`config.mk`:
```
export PLATFORM = sky130hd
export DESIGN_NAME = alu_op_sequencer
export DESIGN_NICKNAME = d
export VERILOG_FILES = /design/src/rtl/alu_seq_pkg.sv /design/src/rtl/btn_debounce.sv /design/src/rtl/alu_op_sequencer.sv
export SDC_FILE = /design/constraint.sdc
export NUM_CORES = 1
export LEC_CHECK = 0
export ABC_AREA = 1
export CAP_MARGIN = 5
export CELL_PAD_IN_SITES_DETAIL_PLACEMENT = 1
export CELL_PAD_IN_SITES_GLOBAL_PLACEMENT = 2
export CORE_ASPECT_RATIO = 0.7
export CORE_MARGIN = 2
export CORE_UTILIZATION = 28
export CTS_CLUSTER_DIAMETER = 150
export DETAILED_ROUTE_END_ITERATION = 8
export GPL_TIMING_DRIVEN = 0
export PLACE_DENSITY = 0.73
export SETUP_SLACK_MARGIN = 0.3
export SLEW_MARGIN = 40
export SYNTH_ARGS = -nofsm -noshare
export SYNTH_HDL_FRONTEND = slang
export SYNTH_SLANG_ARGS = --single-unit
```
`constraint.sdc`:
```
create_clock -name clk -period 1.4 [get_ports clk]
set_input_delay 0.14 -clock clk [delete_from_list [all_inputs] [get_ports clk]]
set_output_delay 0.14 -clock clk [all_outputs]
set_load 0.005 [all_outputs]
```
`src/rtl/alu_seq_pkg.sv`:
```
// Shared types for the ALU operation sequencer: FSM states and ALU opcodes.
package alu_seq_pkg;

  // Encodings are visible on state_o and drive the board LEDs directly.
  typedef enum logic [1:0] {
    S_LOAD_A  = 2'b00,
    S_LOAD_B  = 2'b01,
    S_LOAD_OP = 2'b10,
    S_EXEC    = 2'b11
  } state_t;

  typedef enum logic [1:0] {
    OP_ADD = 2'b00,
    OP_SUB = 2'b01,
    OP_AND = 2'b10,
    OP_OR  = 2'b11
  } alu_op_t;

endpackage

```
`src/rtl/btn_debounce.sv`:
```
// Push-button conditioner: 2-flop synchroniser, stability-counter debouncer,
// and a registered single-cycle pulse on each debounced rising edge.
module btn_debounce #(
  parameter int unsigned DEBOUNCE_CYCLES = 4
) (
  input  logic clk,
  input  logic rst,
  input  logic btn,
  output logic press
);

  localparam int unsigned CW = (DEBOUNCE_CYCLES > 2) ? $clog2(DEBOUNCE_CYCLES) : 1;
  localparam logic [CW-1:0] CNT_TC = CW'(DEBOUNCE_CYCLES - 1);

  logic          sync1_q;
  logic          btn_s_q;
  logic          btn_db_q, btn_db_d;
  logic          btn_db_prev_q;
  logic [CW-1:0] cnt_q, cnt_d;
  logic          press_q, press_d;

  // The debounced level only moves after DEBOUNCE_CYCLES consecutive samples
  // that disagree with it; any sample that agrees restarts the count.
  always_comb begin
    btn_db_d = btn_db_q;
    cnt_d    = cnt_q;
    if (btn_s_q == btn_db_q) begin
      cnt_d = '0;
    end else if (cnt_q == CNT_TC) begin
      btn_db_d = ~btn_db_q;
      cnt_d    = '0;
    end else begin
      cnt_d = cnt_q + CW'(1);
    end
    press_d = btn_db_q & ~btn_db_prev_q;
  end

  // Synchroniser, debounce state and edge-detect registers.
  always_ff @(posedge clk or posedge rst) begin
    if (rst) begin
      sync1_q       <= 1'b0;
      btn_s_q       <= 1'b0;
      btn_db_q      <= 1'b0;
      btn_db_prev_q <= 1'b0;
      cnt_q         <= '0;
      press_q       <= 1'b0;
    end else begin
      sync1_q       <= btn;
      btn_s_q       <= sync1_q;
      btn_db_q      <= btn_db_d;
      btn_db_prev_q <= btn_db_q;
      cnt_q         <= cnt_d;
      press_q       <= press_d;
    end
  end

  assign press = press_q;

endmodule

```
`src/rtl/alu_op_sequencer.sv`:
```
// Button-driven operand/opcode loader feeding a 2-bit ALU. Each debounced
// press captures the switches into the next slot; after the opcode is taken
// the result is computed once and presented with a one-cycle valid strobe.
module alu_op_sequencer
  import alu_seq_pkg::*;
#(
  parameter int unsigned DEBOUNCE_CYCLES = 4,
  parameter int unsigned W               = 2
) (
  input  logic         clk,
  input  logic         rst,
  input  logic         btn,
  input  logic [W-1:0] sw,
  output logic [W-1:0] a_q,
  output logic [W-1:0] b_q,
  output logic [1:0]   op_q,
  output logic [W-1:0] res,
  output logic         carry,
  output logic         zero,
  output logic         res_valid,
  output logic [1:0]   state_o
);

  logic press;

  btn_debounce #(
    .DEBOUNCE_CYCLES(DEBOUNCE_CYCLES)
  ) u_btn_debounce (
    .clk  (clk),
    .rst  (rst),
    .btn  (btn),
    .press(press)
  );

  state_t       state_q, state_d;
  logic [W-1:0] a_d, b_d;
  logic [1:0]   op_d;
  logic [W-1:0] res_q, res_d;
  logic         carry_q, carry_d;
  logic         zero_q, zero_d;
  logic         res_valid_q, res_valid_d;

  logic [W:0]   sum_w;
  logic [W-1:0] alu_res;
  logic         alu_carry;

  // ALU on the captured operands; carry is the ADD carry-out or SUB borrow.
  always_comb begin
    sum_w     = {1'b0, a_q} + {1'b0, b_q};
    alu_res   = '0;
    alu_carry = 1'b0;
    case (alu_op_t'(op_q))
      OP_ADD: begin
        alu_res   = sum_w[W-1:0];
        alu_carry = sum_w[W];
      end
      OP_SUB: begin
        alu_res   = a_q - b_q;
        alu_carry = (a_q < b_q);
      end
      OP_AND:  alu_res = a_q & b_q;
      OP_OR:   alu_res = a_q | b_q;
      default: alu_res = '0;
    endcase
  end

  // Next-state and capture logic; results hold until the next execution.
  always_comb begin
    state_d     = state_q;
    a_d         = a_q;
    b_d         = b_q;
    op_d        = op_q;
    res_d       = res_q;
    carry_d     = carry_q;
    zero_d      = zero_q;
    res_valid_d = 1'b0;
    case (state_q)
      S_LOAD_A: begin
        if (press) begin
          a_d     = sw;
          state_d = S_LOAD_B;
        end
      end
      S_LOAD_B: begin
        if (press) begin
          b_d     = sw;
          state_d = S_LOAD_OP;
        end
      end
      S_LOAD_OP: begin
        if (press) begin
          op_d    = sw[1:0];
          state_d = S_EXEC;
        end
      end
      S_EXEC: begin
        res_d       = alu_res;
        carry_d     = alu_carry;
        zero_d      = (alu_res == '0);
        res_valid_d = 1'b1;
        state_d     = S_LOAD_A;
      end
      default: state_d = S_LOAD_A;
    endcase
  end

  // State, operand and result registers.
  always_ff @(posedge clk or posedge rst) begin
    if (rst) begin
      state_q     <= S_LOAD_A;
      a_q         <= '0;
      b_q         <= '0;
      op_q        <= '0;
      res_q       <= '0;
      carry_q     <= 1'b0;
      zero_q      <= 1'b0;
      res_valid_q <= 1'b0;
    end else begin
      state_q     <= state_d;
      a_q         <= a_d;
      b_q         <= b_d;
      op_q        <= op_d;
      res_q       <= res_d;
      carry_q     <= carry_d;
      zero_q      <= zero_d;
      res_valid_q <= res_valid_d;
    end
  end

  assign res       = res_q;
  assign carry     = carry_q;
  assign zero      = zero_q;
  assign res_valid = res_valid_q;
  assign state_o   = state_q;

endmodule

```
== After elaboration in Yosys (flattened, before gate mapping) ==
Index checks and enable logic that the tools add are counted.

* Reduce and logical (&&, ||, !) cells: 8
* $lt $le $gt $ge: 1
* Equal/unequal tests: 11
* Muxes and demuxes: 9
* Bitwise logic cells: 6
* Add/subtract/negate cells: 3

{| class="wikitable"
|+ Operators with widths
! operator !! number
|-
| 2-bit one-hot mux with 4 select lines || 2
|-
| 2-bit equality test (second input constant) || 5
|-
| 2-bit two-way mux || 5
|-
| 2-bit AND reduction || 4
|-
| 2-bit zero test || 3
|-
| 2-bit by 1-bit inequality test with 1-bit output (second input constant) || 3
|-
| 2-bit by 1-bit equality test with 1-bit output (second input constant) || 2
|-
| 2-bit by 2-bit adder with 3-bit output || 1
|-
| 1-bit inverter || 3
|-
| 3-bit AND reduction || 1
|-
| 2-bit by 1-bit adder with 2-bit output (second input constant) || 1
|-
| 2-bit AND || 1
|-
| 2-bit less-than comparator || 1
|-
| 2-bit bitwise OR || 1
|-
| 1-bit one-hot mux with 2 select lines || 1
|-
| 2-bit subtractor || 1
|-
| 1-bit AND || 1
|-
| 1-bit equality test || 1
|-
| 1-bit two-way mux || 1
|}

* Word-level logic and storage cells: 52
* Input port bits: 5
* Register bits: 20

== Depth between registers and ports, before layout ==
* Word-level depth: 3
* Mapped depth: 9

== Cells and area by module ==
From an unflattened synthesis, not the netlist that was laid out.

* Cells, all modules: 113
* Area, all modules: 1048.5 um^2

{| class="wikitable"
|+ Modules (own cells, without submodules)
! module !! cells an instance !! instances !! area each (um^2)
|-
| alu_op_sequencer || 92 || 1 || 808.3
|-
| btn_debounce || 21 || 1 || 240.2
|}

== Least setup slack after synthesis ==
Ideal clock, no wire load.

* Path kind: reg-to-reg
* Start: register a_q[0]
* End: register res_q[1], in the netlist res[1]
* Required time: 1.335 ns
* Setup time: 0.065 ns
* Buffers on the path: 0
* Period minus slack after synthesis: 1.548 ns
* Setup slack: -0.148 ns
* Arrival time: 1.483 ns
* Stages on the path, launching flop included: 8
* Path through: dfrtp_1 inv_1 ha_1 fa_1 a21o_2 nand3_1 nand3_1 nand2_1

* Word-level cells in the longest chain between the ends: 2

{| class="wikitable"
|+ Ends and longest elaborated chain
! element !! line !! RTL
|-
| start: declaration || alu_op_sequencer.sv:14 || <nowiki>output logic [W-1:0] a_q,</nowiki>
|-
| start signal: assignment || alu_op_sequencer.sv:111 || <nowiki>a_q <= '0;</nowiki>
|-
| start signal: assignment || alu_op_sequencer.sv:120 || <nowiki>a_q <= a_d;</nowiki>
|-
| 2-bit subtractor or 2-bit by 2-bit adder with 3-bit output (tied branches) || alu_op_sequencer.sv:58, alu_op_sequencer.sv:49 ||
|-
| 2-bit one-hot mux with 4 select lines * || alu_op_sequencer.sv:52 || <nowiki>case (alu_op_t'(op_q))</nowiki>
|-
| end signal: assignment || alu_op_sequencer.sv:123 || <nowiki>res_q <= res_d;</nowiki>
|-
| end: declaration || alu_op_sequencer.sv:38 || <nowiki>logic [W-1:0] res_q, res_d;</nowiki>
|}

Every way passes the cells marked *; elsewhere a longest branch is shown, timed or not.
A chain may end at the register's enable or synchronous reset.

== Worst setup path in the final report ==
* Start: register b_q[0]
* End: register zero_q, in the netlist zero

* Word-level cells in the longest chain between the ends: 3

{| class="wikitable"
|+ Ends and longest elaborated chain
! element !! line !! RTL
|-
| start: declaration || alu_op_sequencer.sv:15 || <nowiki>output logic [W-1:0] b_q,</nowiki>
|-
| start signal: assignment || alu_op_sequencer.sv:112 || <nowiki>b_q <= '0;</nowiki>
|-
| start signal: assignment || alu_op_sequencer.sv:121 || <nowiki>b_q <= b_d;</nowiki>
|-
| 2-bit subtractor, or another cell as far along || alu_op_sequencer.sv:58 || <nowiki>alu_res = a_q - b_q;</nowiki>
|-
| 2-bit one-hot mux with 4 select lines * || alu_op_sequencer.sv:52 ||
|-
| 2-bit zero test * || alu_op_sequencer.sv:99 || <nowiki>zero_d = (alu_res == '0);</nowiki>
|-
| end signal: assignment || alu_op_sequencer.sv:125 || <nowiki>zero_q <= zero_d;</nowiki>
|-
| end: declaration || alu_op_sequencer.sv:40 || <nowiki>logic zero_q, zero_d;</nowiki>
|}

Marked as above.

==> out/results.ini <==
[clocking]
clock_latency_ns=0.26
htreeDepth=1
cts.sinks=20
cts_tree=built
cts-buffers-inserted=3
cts_buffer_depth=2
hold_buffers=0
cts.clk_slew.worst_paths_ns=0.08
cts-root-buf=clkbuf_8

[floorplanning]
core_area_sq_um=3560
ioPinCount=18
fp.dieH_um=55.2
chipWidth_um=77.1
start_util_pct=29.4
die_area_sq_um=4250
rows=18

[setup_path]
rr_worst_depth=8
crit_cells=8
critPathMaxFanout=2
worstPathArrival_ns=1.77
crit_required_ns=1.61
critPathTopFamily=adder cells
endpoint_kind=flop
worstSetupPathType=flop to flop
slowest_delay_ns=0.50
cp-start-kind=flop
critPathBufInv=1
cpMaxStageDelayCell=fa_1
crit_path_cell_trace=ha_4 -> fa_1 -> inv_1 -> nand3_1 -> nand3_1 -> nor2_1 -> nand2_1 -> nand2_1

[drt]
vias=847
wl_um=2420
via_per_inst=4.21
routedWlPerCell_um=12.1
drcViolationCount=0
ant_nets=0
firstDrtPassIters=4
drtIter0Drc=30

[place]
dp.cells=182
place_congestion=0.694
io_buffers=17
hpwlAfterDp_um=1720
placed_cell_area_sq_um=1280

[final_layout]
fillers=437
layout-drive-gt1-share_pct=33.1
utilization_pct=44.0
final_nets=169
finalNonFillerCells=201
finalInstanceArea_sq_um=1570
syn_to_final_growth_pct=49.5
num_antenna_cells=0

[sta]
finalCriticalPeriod_ns=1.56
slew_headroom_pct=51.7
post-route-period-util_pct=112
finalSetupViolations=3
slew_viol_final=0
worst_slew_pin_slew_ns=0.720
rsz0062_at_grt=yes
setup_ws_ns=-0.161
max_clock_freq_mhz=641
timing.hold.ws_ns=0.210
worst_clock_skew_ns=0.00180
hold_viol_final=0

[logic_synthesis]
syn_inst=115
synth_nets=132
synthTopCellsByArea=dfrtp_1 (48%), ha_1 (13%), nand2_1 (10%)
yosys_most_used_dff=dfrtp_1
syn_area_sq_um=1050
yosysWarnings=0
synth_edf_count=0
synth.largest_area_cell=dfrtp_1
synth.most_common_cell=nand2_1
ys_types=16
synth_top_area_share_pct=47.8
synthTopCellsByCount=nand2_1 (29), dfrtp_1 (20), inv_1 (18)
synth-seq-cells=20
synth_area_per_cell_sq_um=9.11
ys_seq_area_share_pct=47.8
synth_async_sr_flop_share_pct=100

[power_and_ir_drop]
vdd_drop_max_uv=1030
power_mw=3.79
p_leak_nw=0.777
powerDensity_nw_per_um2=2420

[run_status]
failed_checks=negative setup slack
status=complete, but fails checks

[global_routing]
grt-ovfl-total=0
antenna_found_initial=0
grt_use_total_pct=12.8
grt_pass1_wl_um=4100
grt_max_degree=21
grt_pass1_vias=922

[worst_hold_path]
hold_path.class=primary input to async pin

[flow_run]
cap_violations=0

-- state kept, by name, summed over array words and instances, names as in the netlist, 2 cells and up --
register              cells
a_q                       2
b_q                       2
op_q                      2
res                       2
state_o                   2
u_btn_debounce.cnt_q      2
-- worst reg2reg max path, delay by kind of cell (launching register included) --
kind / cells / cell delay, ns
buffers and inverters: 1 / 0.05
DFF: 1 / 0.44
and+or+nand+nor: 5 / 0.34
adders and majority gates: 2 / 0.67
-- final timing paths --
check / startpoint / slack (ns) / to
setup reg to reg: b_q[0] / -0.16 / zero
hold reg to reg: u_btn_debounce.sync1_q / 0.36 / u_btn_debounce.btn_s_q
setup / recovery: b_q[0] / -0.16 / zero
min in group clk: btn / 0.32 / u_btn_debounce.sync1_q
max in group asynchronous: rst / 0.81 / b_q[1]
hold / removal: rst / 0.21 / zero
-- report_power, final --
part | internal [mW] | leakage [nW] | switching, mW
logic | 1.15 | 0.498 | 1.03
registers | 0.830 | 0.244 | 0.199
clock network | 0.382 | 0.0357 | 0.206
total | 2.36 | 0.777 | 1.43
-- cell type report --
type,count,area [sq um],area share (%)
plain buffers,2,22.5,1.44
clock buffers,3,41.3,2.64
clock inverters,1,30.0,1.92
inverters,20,77.6,4.96
multi-input cells,73,529,33.8
flip-flops and latches,20,504,32.2
well taps,50,62.6,4.00
repair buffers,32,298,19.0
-- cells in the final DEF, fill, tap and decap left out --
cell | Yosys | layout
inv_1 | 18 | 14
a21o_2 | 1 | 1
nor2_4 | 1 | 1
dfrtp_2 | 0 | 3
inv_2 | 2 | 4
dlygate4sd2_1 | 0 | 6
buf_4 | 0 | 9
o21ai_0 | 11 | 8
o21bai_4 | 1 | 1
clkdlybuf4s50_1 | 0 | 4
fa_1 | 1 | 1
nor2_1 | 7 | 6
xnor2_1 | 1 | 1
clkbuf_8 | 0 | 3
ha_2 | 0 | 2
nor3_1 | 1 | 1
clkdlybuf4s15_2 | 0 | 1
o21ai_1 | 0 | 3
inv_4 | 0 | 1
dfrtp_1 | 20 | 17
buf_6 | 2 | 11
nand2_2 | 0 | 4
clkbuf_2 | 0 | 1
nand2_1 | 29 | 25
ha_4 | 0 | 5
ha_1 | 11 | 4
clkdlybuf4s15_1 | 0 | 2
clkinv_1 | 0 | 1
bufinv_16 | 0 | 1
nand3_1 | 8 | 8
or2_4 | 1 | 1
nor2_2 | 0 | 1
-- stage by stage --
step,setup WS (ns),TNS (ns)
6_report,-0.161,-0.281
5_1_grt,-0.304,-0.644
4_1_cts,-0.177,-0.289
2_1_floorplan,-0.129,-0.253
3_3_place_gp,-0.272,-0.491
3_5_place_dp,-0.281,-0.544
-- cells by family after synthesis --
family                     Yosys count  synth area share, %
and+or+nand+nor                     47                 19.1
DFF                                 20                 47.8
adders and majority gates           12                 15.1
buffers and inverters               22                 9.32
xor gates and xnor gates             1                0.836
AOI/OAI and AO/OA                   13                 7.89
-- timing repair --
item                                    4_1_cts  5_1_grt
hold endpoints to repair                      0        0
setup buffers                                11        4
resized for setup                            48       15
endpoints found under the setup margin       23       16
pin swaps                                     5        2
-- metal layers --
layer | wire length, um | vias up | global-route usage (%) | part of all wire (%)
met3 | 56 | 0 | 2.44 | 2.3
met4 | 0 | 0 | 4.46 | 0
met2 | 1240 | 9 | 23.4 | 51
li1 | - | 424 | - | -
met1 | 1130 | 414 | 15.7 | 47
met5 | 0 | - | 0 | 0
No activity file was read; power rests on OpenSTA's default activity.
